File: config.mk
export PLATFORM = sky130hd
export DESIGN_NAME = instr_encoder_loader
export DESIGN_NICKNAME = d
export VERILOG_FILES = /design/src/rtl/instr_pkg.sv /design/src/rtl/instr_encoder.sv /design/src/rtl/instr_encoder_loader.sv
export SDC_FILE = /design/constraint.sdc
export NUM_CORES = 1
export LEC_CHECK = 0
export CAP_MARGIN = 20
export CORE_ASPECT_RATIO = 2
export CORE_MARGIN = 1
export CORE_UTILIZATION = 62
export DETAILED_ROUTE_END_ITERATION = 16
export DONT_BUFFER_PORTS = 1
export PLACE_DENSITY = 0.78
export SYNTH_ARGS = -nofsm -noshare
export SYNTH_HDL_FRONTEND = slang
export SYNTH_HIERARCHICAL = 1
export SYNTH_SLANG_ARGS = --single-unit
File: constraint.sdc
create_clock -name clk -period 5.9 [get_ports clk]
set_clock_uncertainty 0.05 [all_clocks]
set_input_delay 1.18 -clock clk [delete_from_list [all_inputs] [get_ports clk]]
set_output_delay 1.18 -clock clk [all_outputs]
set_load 0.01 [all_outputs]
File: src/rtl/instr_pkg.sv
// Shared instruction-set constants: mnemonic codes, MIPS opcode/funct fields and
// loader FSM states, common to the control-unit decoder and the program loader.
package instr_pkg;

  typedef enum logic [4:0] {
    M_ADD  = 5'd0,  M_SUB  = 5'd1,  M_AND  = 5'd2,  M_OR   = 5'd3,
    M_NOR  = 5'd4,  M_SLT  = 5'd5,  M_XOR  = 5'd6,  M_ADDI = 5'd7,
    M_LW   = 5'd8,  M_SW   = 5'd9,  M_BEQ  = 5'd10, M_BNE  = 5'd11,
    M_ANDI = 5'd12, M_ORI  = 5'd13, M_XORI = 5'd14, M_J    = 5'd15
  } mnem_t;

  localparam logic [5:0] OP_RTYPE = 6'b000000;
  localparam logic [5:0] OP_J     = 6'b000010;
  localparam logic [5:0] OP_BEQ   = 6'b000100;
  localparam logic [5:0] OP_BNE   = 6'b000101;
  localparam logic [5:0] OP_ADDI  = 6'b001000;
  localparam logic [5:0] OP_ANDI  = 6'b001100;
  localparam logic [5:0] OP_ORI   = 6'b001101;
  localparam logic [5:0] OP_XORI  = 6'b001110;
  localparam logic [5:0] OP_LW    = 6'b100011;
  localparam logic [5:0] OP_SW    = 6'b101011;

  localparam logic [5:0] FN_ADD   = 6'b100000;
  localparam logic [5:0] FN_SUB   = 6'b100010;
  localparam logic [5:0] FN_AND   = 6'b100100;
  localparam logic [5:0] FN_OR    = 6'b100101;
  localparam logic [5:0] FN_XOR   = 6'b100110;
  localparam logic [5:0] FN_NOR   = 6'b100111;
  localparam logic [5:0] FN_SLT   = 6'b101010;

  typedef enum logic [1:0] {S_IDLE, S_ENC, S_WR, S_FULL} ldr_state_t;

endpackage

File: src/rtl/instr_encoder.sv
// Combinational MIPS encoder: mnemonic code plus operand fields -> 32-bit word.
// Codes outside the supported set raise illegal_o and produce an all-zero word.
module instr_encoder
  import instr_pkg::*;
(
  input  logic [4:0]  mnem_i,
  input  logic [4:0]  rs_i,
  input  logic [4:0]  rt_i,
  input  logic [4:0]  rd_i,
  input  logic [15:0] imm_i,
  input  logic [25:0] target_i,
  output logic [31:0] word_o,
  output logic        illegal_o
);

  function automatic logic [31:0] rtype(input logic [5:0] fn);
    return {OP_RTYPE, rs_i, rt_i, rd_i, 5'd0, fn};
  endfunction

  function automatic logic [31:0] itype(input logic [5:0] op);
    return {op, rs_i, rt_i, imm_i};
  endfunction

  always_comb begin
    word_o    = '0;
    illegal_o = 1'b0;
    case (mnem_i)
      M_ADD:   word_o = rtype(FN_ADD);
      M_SUB:   word_o = rtype(FN_SUB);
      M_AND:   word_o = rtype(FN_AND);
      M_OR:    word_o = rtype(FN_OR);
      M_NOR:   word_o = rtype(FN_NOR);
      M_SLT:   word_o = rtype(FN_SLT);
      M_XOR:   word_o = rtype(FN_XOR);
      M_ADDI:  word_o = itype(OP_ADDI);
      M_LW:    word_o = itype(OP_LW);
      M_SW:    word_o = itype(OP_SW);
      M_BEQ:   word_o = itype(OP_BEQ);
      M_BNE:   word_o = itype(OP_BNE);
      M_ANDI:  word_o = itype(OP_ANDI);
      M_ORI:   word_o = itype(OP_ORI);
      M_XORI:  word_o = itype(OP_XORI);
      M_J:     word_o = {OP_J, target_i};
      default: illegal_o = 1'b1;
    endcase
  end

endmodule

File: src/rtl/instr_encoder_loader.sv
// Program loader: accepts instruction commands, encodes them and writes them
// sequentially into instruction memory. INSTR_LOADER_CHECKSUM_EN adds an XOR checksum port.
module instr_encoder_loader
  import instr_pkg::*;
#(
  parameter int ADDR_W    = 6,
  parameter int BASE_ADDR = 0
) (
  input  logic              clk,
  input  logic              rst,
  input  logic              clear,
  input  logic              cmd_valid,
  output logic              cmd_ready,
  input  logic [4:0]        cmd_mnem,
  input  logic [4:0]        cmd_rs,
  input  logic [4:0]        cmd_rt,
  input  logic [4:0]        cmd_rd,
  input  logic [15:0]       cmd_imm,
  input  logic [25:0]       cmd_target,
  output logic              imem_we,
  output logic [ADDR_W-1:0] imem_addr,
  output logic [31:0]       imem_wdata,
  output logic [ADDR_W:0]   count,
`ifdef INSTR_LOADER_CHECKSUM_EN
  output logic [31:0]       checksum,
`endif
  output logic              full,
  output logic              err
);

  localparam logic [ADDR_W-1:0] BASE = ADDR_W'(BASE_ADDR);
  localparam logic [ADDR_W-1:0] LAST = '1;

  ldr_state_t        state_q;
  logic [ADDR_W-1:0] ptr_q;
  logic [ADDR_W:0]   count_q;
  logic              rdy_q, we_q, full_q, err_q;
  logic [ADDR_W-1:0] addr_q;
  logic [31:0]       wdata_q;
  logic [4:0]        mnem_q, rs_q, rt_q, rd_q;
  logic [15:0]       imm_q;
  logic [25:0]       target_q;
  logic [31:0]       word_d;
  logic              illegal_d;
`ifdef INSTR_LOADER_CHECKSUM_EN
  logic [31:0]       checksum_q;
`endif

  instr_encoder u_enc (
    .mnem_i    (mnem_q),
    .rs_i      (rs_q),
    .rt_i      (rt_q),
    .rd_i      (rd_q),
    .imm_i     (imm_q),
    .target_i  (target_q),
    .word_o    (word_d),
    .illegal_o (illegal_d)
  );

  // clear shares the reset path so a command in flight is dropped unwritten
  always_ff @(posedge clk) begin
    if (rst || clear) begin
      state_q    <= S_IDLE;
      ptr_q      <= BASE;
      count_q    <= '0;
      rdy_q      <= 1'b1;
      we_q       <= 1'b0;
      addr_q     <= BASE;
      wdata_q    <= '0;
      full_q     <= 1'b0;
      err_q      <= 1'b0;
`ifdef INSTR_LOADER_CHECKSUM_EN
      checksum_q <= '0;
`endif
    end else begin
      we_q  <= 1'b0;
      err_q <= 1'b0;
      case (state_q)
        S_IDLE: begin
          if (cmd_valid && rdy_q) begin
            mnem_q   <= cmd_mnem;
            rs_q     <= cmd_rs;
            rt_q     <= cmd_rt;
            rd_q     <= cmd_rd;
            imm_q    <= cmd_imm;
            target_q <= cmd_target;
            rdy_q    <= 1'b0;
            state_q  <= S_ENC;
          end
        end
        S_ENC: begin
          if (illegal_d) begin
            err_q   <= 1'b1;
            rdy_q   <= 1'b1;
            state_q <= S_IDLE;
          end else begin
            wdata_q <= word_d;
            we_q    <= 1'b1;
            addr_q  <= ptr_q;
            state_q <= S_WR;
          end
        end
        S_WR: begin
          count_q <= count_q + (ADDR_W+1)'(1);
`ifdef INSTR_LOADER_CHECKSUM_EN
          checksum_q <= checksum_q ^ wdata_q;
`endif
          // The last word parks the pointer instead of wrapping onto address 0
          if (ptr_q == LAST) begin
            full_q  <= 1'b1;
            state_q <= S_FULL;
          end else begin
            ptr_q   <= ptr_q + ADDR_W'(1);
            rdy_q   <= 1'b1;
            state_q <= S_IDLE;
          end
        end
        default: state_q <= S_FULL;
      endcase
    end
  end

  assign cmd_ready  = rdy_q;
  assign imem_we    = we_q;
  assign imem_addr  = addr_q;
  assign imem_wdata = wdata_q;
  assign count      = count_q;
  assign full       = full_q;
  assign err        = err_q;
`ifdef INSTR_LOADER_CHECKSUM_EN
  assign checksum   = checksum_q;
`endif

endmodule

# ---- After elaboration in Yosys (flattened, before gate mapping)
# Cells that the tools add are included.
dict set report op_classes {
  n_addsub 2
  multipliers 0
  div 0
  n_lt_le_gt_ge 0
  n_eq_ne 21
  n_shift 0
  mux 11
  n_bitwise 3
  n_reduce_logical 12
}
# op n
set op_table {}
lappend op_table {{32-bit case mux with 16 select lines} 1}
lappend op_table {{5-bit by 4-bit == test with 1-bit output, second input constant} 8}
lappend op_table {{5-bit by 3-bit == test with 1-bit output, second input constant} 4}
lappend op_table {{16-bit OR reduction} 1}
lappend op_table {{5-bit by 2-bit == test with 1-bit output, second input constant} 2}
lappend op_table {{7-bit by 1-bit adder with 7-bit output, second input constant} 1}
lappend op_table {{6-bit by 1-bit adder with 6-bit output, second input constant} 1}
lappend op_table {{6-bit == test, second input constant} 1}
lappend op_table {{2-bit 2-to-1 mux} 3}
lappend op_table {{2-bit inequality test, second input constant} 3}
lappend op_table {{2-bit case mux with 3 select lines} 1}
lappend op_table {{2-bit AND reduction} 3}
lappend op_table {{5-bit by 1-bit == test with 1-bit output, second input constant} 1}
lappend op_table {{5-bit logical NOT} 1}
lappend op_table {{1-bit 2-to-1 mux} 5}
lappend op_table {{4-bit AND reduction} 1}
lappend op_table {{1-bit NOT} 3}
lappend op_table {{1-bit case mux with 3 select lines} 1}
lappend op_table {{3-bit AND reduction} 1}
lappend op_table {{3-bit nonzero test} 1}
lappend op_table {{2-bit by 1-bit == test with 1-bit output, second input constant} 1}
lappend op_table {{2-bit == test, second input constant} 1}
lappend op_table {{2-bit logical NOT} 1}
lappend op_table {{2-bit OR reduction} 1}
lappend op_table {{2 further kinds} 2}
dict set report totals {
  regBits 119
  latchBits 0
  mem_bits_rw 0
  romBits 0
  in_bits 66
  out_inout_bits 49
  word_cells 64
  mem_count 0
}

# ---- Depth between registers and ports, before layout
# Gate-level depths: netlist (run 1).
dict set report depth {
  ltp_word 4
  depth_mapped 7
  ltp_nobuf 6
}

# ---- Modules after synthesis
# The synthesis (run 1) kept the hierarchy.
# module n_inst cells_per_inst area_per_inst_um2
set by_module_without_submodules {}
lappend by_module_without_submodules {instr_encoder_loader 1 323 4008.8}
lappend by_module_without_submodules {instr_encoder 1 119 721.9}

# ---- Worst setup path after synthesis (run 1)
# No wires, ideal clock.
dict set report synth_timing {
  kind {input port to flip-flop}
  start {in clear}
  end {reg imm_q[0], enable pin}
  arrival_ps 4374
  required_ps 5368
  path_slack_ps 994
  stages 4
  path_buffers 2
  cell_sequence {or2_1 > buf_2 > buf_1 > nor2_1}
}
dict set report synth_via {
  elab_chain_cells 3
}
# item line
set synth_lines {}
lappend synth_lines {{from (decl)} instr_encoder_loader.sv:11} ;# input logic clear,
lappend synth_lines {{1-bit logical OR} instr_encoder_loader.sv:62} ;# if (rst || clear) begin
lappend synth_lines {{1-bit NOT (no source line)} --}
lappend synth_lines {{3-bit AND reduction (no source line)} --}
lappend synth_lines {{to (signal assigned)} instr_encoder_loader.sv:85} ;# imm_q <= cmd_imm;
lappend synth_lines {{to (decl)} instr_encoder_loader.sv:41} ;# logic [15:0] imm_q;
# No other way between the ends.
# A chain may end at the register's enable or synchronous reset.

# ---- Worst setup path after layout (run 1)
dict set report layout_timing {
  start {in clear}
  end {reg rs_q[0], enable pin}
}
dict set report layout_via {
  elab_chain_cells 3
}
# item line
set layout_lines {}
lappend layout_lines {{1-bit logical OR} instr_encoder_loader.sv:62}
lappend layout_lines {{1-bit NOT (no source line)} --}
lappend layout_lines {{3-bit AND reduction (no source line)} --}
lappend layout_lines {{to (signal assigned)} instr_encoder_loader.sv:82} ;# rs_q <= cmd_rs;
lappend layout_lines {{to (decl)} instr_encoder_loader.sv:40} ;# logic [4:0] mnem_q, rs_q, rt_q, rd_q;
# No other way between the ends.

==> results of run 1 <==
[final cells by class]
class                           instances  area (µm²)  area share [%]
Clock inverter                          9         143            2.64
Tap cell                               92         115            2.13
Sequential cell                       119        3000            55.7
Multi-Input combinational cell        285        1570            29.2
Clock buffer                           23         499            9.25
Inverter                                5        18.8           0.348
Timing Repair Buffer                    4        42.5           0.788
[sequential cells by signal (all words and copies together), names as in the netlist, 2 cells and up]
signal / cells
imm_q: 16
rd_q: 5
target_q: 26
state_q: 2
imem_addr: 6
rs_q: 5
ptr_q: 6
count: 7
imem_wdata: 32
rt_q: 5
mnem_q: 5
[logic make-up after synthesis]
kind of cell,synth area share (%)
simple gates,14.7
flops,63.5
compound gates,13.6
buf+inv,3.57
mux,2.01
fa+ha+maj,1.59
xor+xnor,0.926
other cells,0.0793
[metal layers]
metal	share of wire [%]	GRT usage, %	up-vias	wire (µm)
met1	34	23.8	1510	3160
li1	-	-	1542	-
met5	0	0	-	0
met2	57	44.1	118	5220
met4	2.2	12.7	0	201
met3	6.4	9.40	15	589
[path summary, 6_finish.rpt]
| kind | start | endpoint |
|---|---|---|
| max | clear | rs_q[0] |
| min | imem_addr[0] | imem_addr[0] |
| max reg2reg | mnem_q[3] | imem_wdata[7] |
| min reg2reg | imem_addr[0] | imem_addr[0] |
[power breakdown]
part	leakage, nW	internal [mW]	total, mW	switching [mW]
Clock	0.317	0.759	1.09	0.326
Combinational	0.431	0.0181	0.0580	0.0399
Sequential	1.03	0.892	0.902	0.0104
Total	1.77	1.67	2.05	0.376
[worst register-to-register path, stage by stage, from the launching register on]
cell	delay, ns
sky130_fd_sc_hd__edfxtp_1	1.01
sky130_fd_sc_hd__nor2b_1	0.82
sky130_fd_sc_hd__and2_1	0.38
sky130_fd_sc_hd__a22o_1	0.20
sky130_fd_sc_hd__nand2_1	0.05
sky130_fd_sc_hd__a21oi_1	0.17
[cells in the mapped netlist (all sizes together) (2+ instances only)]
master | number | share of area [%]
nand2 | 86 | 6.8
edfxtp | 62 | 39
a21oi | 60 | 6.3
dfxtp | 57 | 24
nor2 | 19 | 1.5
o21ai | 19 | 2.0
buf | 17 | 1.9
nand3 | 17 | 1.9
clkbuf | 16 | 1.3
a211oi | 12 | 1.9
nor2b | 11 | 1.5
mux2i | 8 | 1.7
a22o | 6 | 1.1
ha | 6 | 1.6
inv | 5 | 0.40
nand4 | 4 | 0.53
xor2 | 4 | 0.74
and3 | 3 | 0.40
nor3 | 3 | 0.32
a221o | 2 | 0.42
nand2b | 2 | 0.26
o21bai | 2 | 0.40
o31a | 2 | 0.37
or2 | 2 | 0.26
or3 | 2 | 0.26
==> key figures, run 1 <==
Place
  – Placed Area: 4730 µm²
  – HPWL reported at the end of detailed placement: approximately 6000 µm
  – Final RePlAce weighted congestion: approximately 0.79
  – Worst slack, placed: 2.57 ns
  – Input/output buffers: 0
  – Placed instance count: between 500 and 600

Global routing
  – Global-route wire length before repair: roughly 15000 µm
  – Global route overflow: 0
  – Overall track demand over capacity in global routing: 24.7%
  – Via count of the first global-routing pass: ~3200
  – Maximum number of pins on one net before global-route repair: 56
  – Number of antenna violations at the first check in global routing: 0

Pwr
  – Power Dens Cells: roughly 380 nW/µm²
  – Peak ir drop on the vdd network: between 0.0003 and 0.0004 V
  – Static leakage: about 1.8 nW
  – Design Power: ~2.0 mW

CTS
  – Total of cells resized after clock tree synthesis: 0
  – Clock tree from TritonCTS: yes
  – # clock sinks: approximately 120
  – CTS Buf Count: 17
  – Clock slew at the register clock pins of the worst setup and hold paths: about 0.05 ns
  – H-tree levels: 4
  – Number of buffers inserted for hold repair after clock tree synthesis: 0
  – Root cell of the clock tree: sky130_fd_sc_hd__clkbuf_16
  – Source-to-sink clock delay at the later pin of the worst-skew pair: ~0.40 ns
  – # Post-CTS Setup Buffers: 0
  – Number of buffers on the longest clock path: 2

Setup path
  – Slowest stage cell on the critical path: sky130_fd_sc_hd__buf_4
  – Data arrival time of the critical path: between 2 and 3 ns
  – Delay of the slowest cell on the worst path: around 0.56 ns
  – Cell depth of the worst flop-to-flop path: 5
  – Flop-to-flop setup slack: 3.15 ns
  – Cells along the critical path: or2_2 -> buf_12 -> nor2_4 -> buf_4
  – Cell depth of the worst setup path: 4
  – Crit path launch type: input port
  – Startpoint-to-endpoint class of the critical path: input port to flop
  – Data required time at the worst endpoint: 5.89 ns
  – Critical path endpoint category: flop
  – Crit-path max FO: between 50 and 60
  – Crit path buf inv count: 2
  – Kind of cell with the highest combined delay on the critical path: buffers and inverters

Yosys
  – Synthesis Warnings: 6
  – Nets in the synthesized netlist: roughly 510
  – Number of distinct library cells after synthesis: 47
  – Async S/R FF share, synth: 0%
  – Cell count after synthesis: 442
  – Mean area per synthesized cell: 10.7 µm²
  – Combined area of all synthesized cells: 4730 µm²
  – Synthesized flop and latch total: between 100 and 150
  – Flip-flop cell with the highest count after synthesis: sky130_fd_sc_hd__edfxtp_1
  – EDFF count, synth: between 60 and 70
  – Part of the Yosys area used for sequential elements: between 60% and 70%

Layout
  – Design Area, Final: between 5000 and 6000 µm²
  – Most frequent cells in the layout: sky130_fd_sc_hd__nand2_1, sky130_fd_sc_hd__edfxtp_1, sky130_fd_sc_hd__a21oi_1, sky130_fd_sc_hd__dfxtp_1
  – Layout-stage area growth over the synthesis result: 14.0%
  – Layout filler cell count: about 490
  – Fraction of layout instances using a drive strength above 1: between 8 and 9%
  – N_diodes: 0
  – Commonest non-fill, non-tap cell in the layout: sky130_fd_sc_hd__nand2_1
  – Final design utilization: between 70 and 80%
  – Non-Filler Instances: around 540
  – Fin nets: 504

Die
  – Starting density of the core: approximately 65%
  – # rows: between 40 and 50
  – Die X-Extent: about 64 µm
  – Core Area: roughly 7300 µm²
  – Die ar.: 8000 µm²
  – Die height: 126 µm
  – Number of ports placed on the die boundary: ~120

STA
  – Worst Hold Margin: around 0.45 ns
  – Maximum clock frequency: 353 MHz
  – Actual slew at the worst max-slew pin: about 1 ns
  – Number of failing hold endpoints at the final stage: 0
  – RSZ-0062 raised after global routing: false
  – Final cycle utilization of the critical path: between 40% and 50%
  – Period minus WS final: ~2.8 ns
  – Number of slew-limit violations in the final report: 0
  – Post-route setup TNS: 0 ns
  – Relative slew margins: between 30% and 40%
  – Worst path setup slack after routing: ~3.1 ns
  – Final count of negative-setup-slack endpoints: 0

Routing
  – Remaining antenna violation count: 0
  – Mean number of vias per cell: roughly 5.9
  – # DRC: 0
  – Total via count after detailed routing: 3185
  – Average wire per cell in the routed design: 17.1 µm
  – DRT iter0 DRCs: 181
  – First-pass detailed-route iteration total: 6
  – Final wirelength: between 9000 and 10000 µm

Hold path
  – Type of the tightest min-delay check: flop to flop
  – Hold path cells: 2

Run
  – Total of max-cap violations: 0

Run status
  – Result of the run: finished clean
No activity file was read; power rests on OpenSTA's default activity.
==> run 2: changes to the inputs <==
Clock period 5.9 ns to 2.65 ns, I/O delays scaled along.
==> key figures, run 2 (synthesized netlist as in run 1, its figures left out) <==
Run status
  – Result of the run: finished clean (unchanged)

Pwr
  – Switching part of the total: 20.1% (was 18.4%)
  – Clock share of power: 49.7% (was 53.1%)
  – Net switching component of the power: 0.854 mW (was 0.376 mW)
  – Portion of total power attributed to combinational logic: 3.1% (was 2.8%)
  – Peak ir drop on the vdd network: 0.000614 V (was 0.000323 V)
  – Static leakage: 1.75 nW (was 1.77 nW)
  – Internal power: 3.41 mW (was 1.67 mW)
  – Power Dens Cells: 797 nW/µm² (was 379 nW/µm²)
  – Sequential fraction of design power: 47.1% (was 44.1%)

STA
  – Post-route setup TNS: 0 ns (unchanged)
  – Final cycle utilization of the critical path: approximately 73%
  – Worst path setup slack after routing: 0.707 ns (was 3.06 ns)
  – RSZ-0062 raised after global routing: false (unchanged)
  – Number of slew-limit violations in the final report: 0 (unchanged)
  – Relative slew margins: 49.6% (was 32.8%)
  – Period minus WS final: between 1.5 and 2 ns
  – Final count of negative-setup-slack endpoints: 0 (unchanged)
  – Number of failing hold endpoints at the final stage: 0 (unchanged)
  – Maximum clock frequency: 515 MHz
  – Actual slew at the worst max-slew pin: 0.754 ns (was 1.01 ns)

Layout
  – Max reg flops: 32 (unchanged)
  – Fraction of layout instances using a drive strength above 1: 9.35% (was 8.76%)
  – Commonest non-fill, non-tap cell in the layout: sky130_fd_sc_hd__nand2_1 (unchanged)
  – Fin nets: 509 (was 504)
  – Final design utilization: 73.0% (was 73.7%)
  – Layout-stage area growth over the synthesis result: 13.0% (was 14.0%)
  – Most frequent cells in the layout: sky130_fd_sc_hd__nand2_1, sky130_fd_sc_hd__edfxtp_1, sky130_fd_sc_hd__a21oi_1, sky130_fd_sc_hd__dfxtp_1 (unchanged)

CTS
  – Clock slew at the register clock pins of the worst setup and hold paths: 0.05 ns (about the same)
  – Number of buffers inserted for hold repair after clock tree synthesis: 0 (unchanged)
  – # Post-CTS Setup Buffers: 0 (unchanged)
  – H-tree levels: 4 (unchanged)
  – Total of cells resized after clock tree synthesis: 0 (unchanged)
  – CTS Buf Count: 17 (unchanged)
  – Root cell of the clock tree: sky130_fd_sc_hd__clkbuf_16 (unchanged)
  – Clock tree from TritonCTS: yes (unchanged)
  – Number of buffers on the longest clock path: 2 (unchanged)
  – # clock sinks: 119 (unchanged)
  – Source-to-sink clock delay at the later pin of the worst-skew pair: 0.41 ns (was 0.40 ns)

Setup path
  – Data arrival time of the critical path: 2.23 ns (was 2.82 ns)
  – Cells along the critical path: buf_4 -> nand2_1 -> or2_2 -> a21oi_1 -> nand2_1 -> a21oi_1 (was or2_2 -> buf_12 -> nor2_4 -> buf_4)
  – Crit-path max FO: 18 (was 51)
  – Slowest stage cell on the critical path: sky130_fd_sc_hd__edfxtp_1 (was sky130_fd_sc_hd__buf_4)
  – Data required time at the worst endpoint: 2.93 ns (was 5.89 ns)
  – Critical path endpoint category: flop (unchanged)
  – Delay of the slowest cell on the worst path: 0.63 ns (was 0.56 ns)
  – Startpoint-to-endpoint class of the critical path: flop to flop (was input port to flop)
  – Crit path launch type: flop (was input port)

Die
  – Core Area: 7320 µm² (unchanged)
  – Number of ports placed on the die boundary: 115 (unchanged)
  – Die X-Extent: 63.8 µm (unchanged)
  – Starting density of the core: 64.6% (unchanged)
  – Die height: 126 µm (unchanged)
  – Die ar.: 8000 µm² (unchanged)
  – # rows: 44 (unchanged)

Global routing
  – Most utilized layer in the global route result: met2 (unchanged)
  – Global route overflow: 0 (unchanged)
  – Via count of the first global-routing pass: 3136 (was 3173)
  – Number of antenna violations at the first check in global routing: 1 (was 0)
  – Maximum number of pins on one net before global-route repair: 63 (was 56)
  – Overall track demand over capacity in global routing: 24.8% (was 24.7%)
  – Met2 demand-to-capacity share in global routing: 44.0% (was 44.1%)
  – Fraction of met1 tracks used by global routing: 24.1% (was 23.8%)
  – Global-route wire length before repair: 14600 µm (was 14700 µm)
  – Met3 capacity usage during global routing: 9.03% (was 9.40%)

Place
  – Final RePlAce weighted congestion: 0.847 (was 0.788)
  – Worst slack, placed: 0.723 ns (was 2.57 ns)
  – HPWL reported at the end of detailed placement: 6190 µm (was 5970 µm)
  – Input/output buffers: 0 (unchanged)

Routing
  – DRT iter0 DRCs: 228 (was 181)
  – Remaining antenna violation count: 0 (unchanged)
  – # DRC: 0 (unchanged)
  – Final wirelength: 9390 µm (was 9170 µm)
  – First-pass detailed-route iteration total: 5 (was 6)
  – Average wire per cell in the routed design: 17.3 µm (was 17.1 µm)
  – Mean number of vias per cell: 5.93 (about the same)
  – Total via count after detailed routing: 3216 (was 3185)

Hold path
  – Type of the tightest min-delay check: input port to flop (was flop to flop)

Run
  – Total of max-cap violations: 0 (unchanged)
-- run 2: cell type report --
class                   count  area, µm²
clock inverters            12        110
repair buffers              9       80.1
fillers                   514       1980
clock buffers              19        443
well taps                  92        115
diodes                      1       2.50
multi-input cells         285       1570
flip-flops and latches    119       3000
inverters                   5       18.8
-- run 2: worst paths after layout --
kind | end | start | slack, ns | cells past startpoint
setup / recovery | imem_wdata[29] | mnem_q[3] | 0.71 | 6
hold / removal | imm_q[8] | cmd_imm[8] | 0.17 | 0
setup reg to reg | imem_wdata[29] | mnem_q[3] | 0.71 | 6
hold reg to reg | imem_addr[2] | imem_addr[2] | 0.45 | 2
-- run 2: through the flow --
| step | area (µm²) | hold slack [ns] | instances | power [mW] |
|---|---|---|---|---|
| after detailed placement | 4790 | 0.443 | 510 | 2.18 |
| after global placement | 4790 | 0.436 | 510 | 2.17 |
| after floorplan | 4740 | 0.412 | 442 | 2.14 |
| final | 5350 | 0.166 | 542 | 4.26 |
| after global routing | 5350 | 0.146 | 542 | 4.39 |
| after CTS | 5340 | 0.150 | 541 | 4.29 |
-- run 2: worst max-delay path: cells and delay by family (launching register included) --
kind / cells / cell delay (ns)
and+or+nand+nor: 3 / 0.63
AOI/OAI and AO/OA: 2 / 0.23
buffers and inverters: 1 / 0.32
DFF: 1 / 0.63
-- run 2: per-layer routing --
layer  part of all wire (%)  wire (µm)
met5                      0          0
met4                    2.6        243
met3                    6.2        584
met2                     57       5340
met1                     34       3220
-- run 2: power groups by stage --
stage	Sequential, mW	Combinational (mW)	Clock, mW
after CTS	2.01	0.135	2.14
after global placement	2.04	0.129	0
after global routing	2.01	0.149	2.23
after floorplan	2.03	0.110	0
after detailed placement	2.04	0.133	0
final	2.01	0.134	2.12
==> run 3: changes to the inputs <==
Clock period 2.65 ns to 2 ns, I/O delays scaled along.
==> key figures, run 3 (synthesized netlist as in run 1, its figures left out) <==
Run status
  – Result of the run: finished clean (unchanged)

Routing
  – DRT iter0 DRCs: 261 (was 228)
  – Remaining antenna violation count: 0 (unchanged)
  – Total via count after detailed routing: 3310 (was 3216)
  – Average wire per cell in the routed design: 18.0 µm (was 17.3 µm)
  – First-pass detailed-route iteration total: 4 (was 5)
  – Mean number of vias per cell: 6.02 (was 5.93)
  – # DRC: 0 (unchanged)
  – Final wirelength: 9920 µm (was 9390 µm)

Pwr
  – Static leakage: 1.80 nW (was 1.75 nW)
  – Switching part of the total: 20.1% (about the same)
  – Clock share of power: 50.8% (was 49.7%)
  – Internal power: 4.63 mW (was 3.41 mW)
  – Net switching component of the power: 1.17 mW (was 0.854 mW)
  – Portion of total power attributed to combinational logic: 3.4% (was 3.1%)
  – Peak ir drop on the vdd network: 0.000939 V (was 0.000614 V)
  – Sequential fraction of design power: 45.8% (was 47.1%)
  – Power Dens Cells: 1060 nW/µm² (was 797 nW/µm²)
  – Design Power: 5.79 mW (was 4.26 mW)

Die
  – Die X-Extent: 63.8 µm (unchanged)
  – Die height: 126 µm (unchanged)
  – Die ar.: 8000 µm² (unchanged)
  – # rows: 44 (unchanged)
  – Core Area: 7320 µm² (unchanged)
  – Starting density of the core: 64.6% (unchanged)
  – Number of ports placed on the die boundary: 115 (unchanged)

CTS
  – # clock sinks: 119 (unchanged)
  – Clock tree from TritonCTS: yes (unchanged)
  – CTS Buf Count: 17 (unchanged)
  – Total of cells resized after clock tree synthesis: 0 (unchanged)
  – Source-to-sink clock delay at the later pin of the worst-skew pair: 0.41 ns (about the same)
  – Number of buffers inserted for hold repair after clock tree synthesis: 0 (unchanged)
  – H-tree levels: 4 (unchanged)
  – # Post-CTS Setup Buffers: 0 (unchanged)
  – Clock slew at the register clock pins of the worst setup and hold paths: 0.05 ns (about the same)
  – Number of buffers on the longest clock path: 2 (unchanged)
  – Root cell of the clock tree: sky130_fd_sc_hd__clkbuf_16 (unchanged)

STA
  – Number of slew-limit violations in the final report: 0 (unchanged)
  – Period minus WS final: 1.74 ns (was 1.94 ns)
  – RSZ-0062 raised after global routing: false (unchanged)
  – Post-route setup TNS: 0 ns (unchanged)
  – Worst path setup slack after routing: 0.259 ns (was 0.707 ns)
  – Actual slew at the worst max-slew pin: 0.580 ns (was 0.754 ns)
  – Number of failing hold endpoints at the final stage: 0 (unchanged)
  – Final cycle utilization of the critical path: 87.0% (was 73.3%)
  – Maximum clock frequency: 574 MHz (was 515 MHz)
  – Relative slew margins: 61.4% (was 49.6%)
  – Final count of negative-setup-slack endpoints: 0 (unchanged)

Setup path
  – Crit path launch type: flop (unchanged)
  – Startpoint-to-endpoint class of the critical path: flop to flop (unchanged)
  – Cell depth of the worst flop-to-flop path: 6 (unchanged)
  – Setup crit start: mnem_q[2] (was mnem_q[3])
  – Endpoint of the most critical register-to-register path: imem_wdata[8] (was imem_wdata[29])
  – R2R Path Start: mnem_q[2] (was mnem_q[3])
  – Data required time at the worst endpoint: 2.28 ns (was 2.93 ns)
  – Flop-to-flop setup slack: 0.26 ns (was 0.71 ns)
  – Data arrival time of the critical path: 2.02 ns (was 2.23 ns)
  – Critical path endpoint category: flop (unchanged)
  – Crit-path max FO: 24 (was 18)

Global routing
  – Via count of the first global-routing pass: 3460 (was 3136)
  – Global-route wire length before repair: 16200 µm (was 14600 µm)
  – Global route overflow: 0 (unchanged)
  – Number of antenna violations at the first check in global routing: 1 (unchanged)
  – Maximum number of pins on one net before global-route repair: 63 (unchanged)
  – Overall track demand over capacity in global routing: 27.4% (was 24.8%)

Hold path
  – Hold path cells: 0 (unchanged)
  – Hold Path Sink: target_q[9] (was imm_q[8])
  – Type of the tightest min-delay check: input port to flop (unchanged)
  – Hold path startpoint: cmd_target[9] (was cmd_imm[8])

Place
  – Placed Area: 4860 µm² (was 4790 µm²)
  – Worst slack, placed: 0.341 ns (was 0.723 ns)
  – Final RePlAce weighted congestion: 0.807 (was 0.847)
  – HPWL reported at the end of detailed placement: 6400 µm (was 6190 µm)
  – Input/output buffers: 0 (unchanged)

Layout
  – Max reg flops: 32 (unchanged)
  – Final design utilization: 74.4% (was 73.0%)
  – Fin nets: 516 (was 509)
  – Commonest non-fill, non-tap cell in the layout: sky130_fd_sc_hd__nand2_1 (unchanged)
  – Most frequent cells in the layout: sky130_fd_sc_hd__nand2_1, sky130_fd_sc_hd__edfxtp_1, sky130_fd_sc_hd__a21oi_1, sky130_fd_sc_hd__dfxtp_1 (unchanged)
  – Layout-stage area growth over the synthesis result: 15.2% (was 13.0%)
  – Fraction of layout instances using a drive strength above 1: 12.0% (was 9.35%)
  – Design Area, Final: 5450 µm² (was 5350 µm²)

Run
  – Total of max-cap violations: 0 (unchanged)
run 3: cell types whose count changed in the layout (fill, tap and decap cells not counted), sizes merged:
cell	before	now
clkinvlp	2	5
clkinv	8	7
clkbuf	19	17
buf	9	16
bufinv	2	3
run 3: worst max-delay path by stage:
| stage | to | slack, ns | cells past startpoint |
|---|---|---|---|
| 6_report | imem_wdata[8] | 0.26 | 6 |
| 3_3_place_gp | cmd_ready | 0.41 | 6 |
| 2_1_floorplan | imm_q[0] | -0.26 | 4 |
| 3_5_place_dp | imem_wdata[18] | 0.34 | 6 |
| 5_1_grt | imem_wdata[8] | 0.14 | 6 |
| 4_1_cts | imem_wdata[8] | 0.25 | 6 |
run 3: metal layers:
layer | up-vias | wire length (µm) | global-route usage (%)
li1 | 1570 | - | -
met1 | 1584 | 3360 | 26.2
met3 | 25 | 611 | 10.9
met2 | 131 | 5590 | 48.4
met4 | 0 | 356 | 15.1
met5 | - | 0 | 0
run 3: final cells by class:
cell class | instances | area (µm²)
antenna | 1 | 2.50
clock buffer | 17 | 425
tap | 92 | 115
inverter | 5 | 18.8
timing repair buffer | 16 | 145
multi-input combinational | 285 | 1580
fill | 460 | 1870
sequential | 119 | 3000
clock inverter | 15 | 161
run 3: critical path: stages (launching register included):
cell                       delay, ns
sky130_fd_sc_hd__edfxtp_1       0.33
sky130_fd_sc_hd__and3_1         0.21
sky130_fd_sc_hd__buf_4          0.30
sky130_fd_sc_hd__and2_1         0.34
sky130_fd_sc_hd__a22o_1         0.22
sky130_fd_sc_hd__nand2_1        0.07
sky130_fd_sc_hd__a21oi_1        0.14
run 3: power groups by stage:
stage | Combinational (mW) | Clock [mW] | Sequential (mW)
6_report | 0.198 | 2.94 | 2.65
4_1_cts | 0.197 | 2.98 | 2.65
3_5_place_dp | 0.196 | 0 | 2.70
2_1_floorplan | 0.149 | 0 | 2.69
3_3_place_gp | 0.189 | 0 | 2.70
5_1_grt | 0.218 | 3.11 | 2.65
run 3: per-stage QoR:
stage / instances / hold WS (ns)
floorplan: 442 / 0.412
global placement: 517 / 0.440
detailed placement: 517 / 0.445
CTS: 549 / 0.0210
global route: 550 / 0.00898
finish: 550 / 0.0343
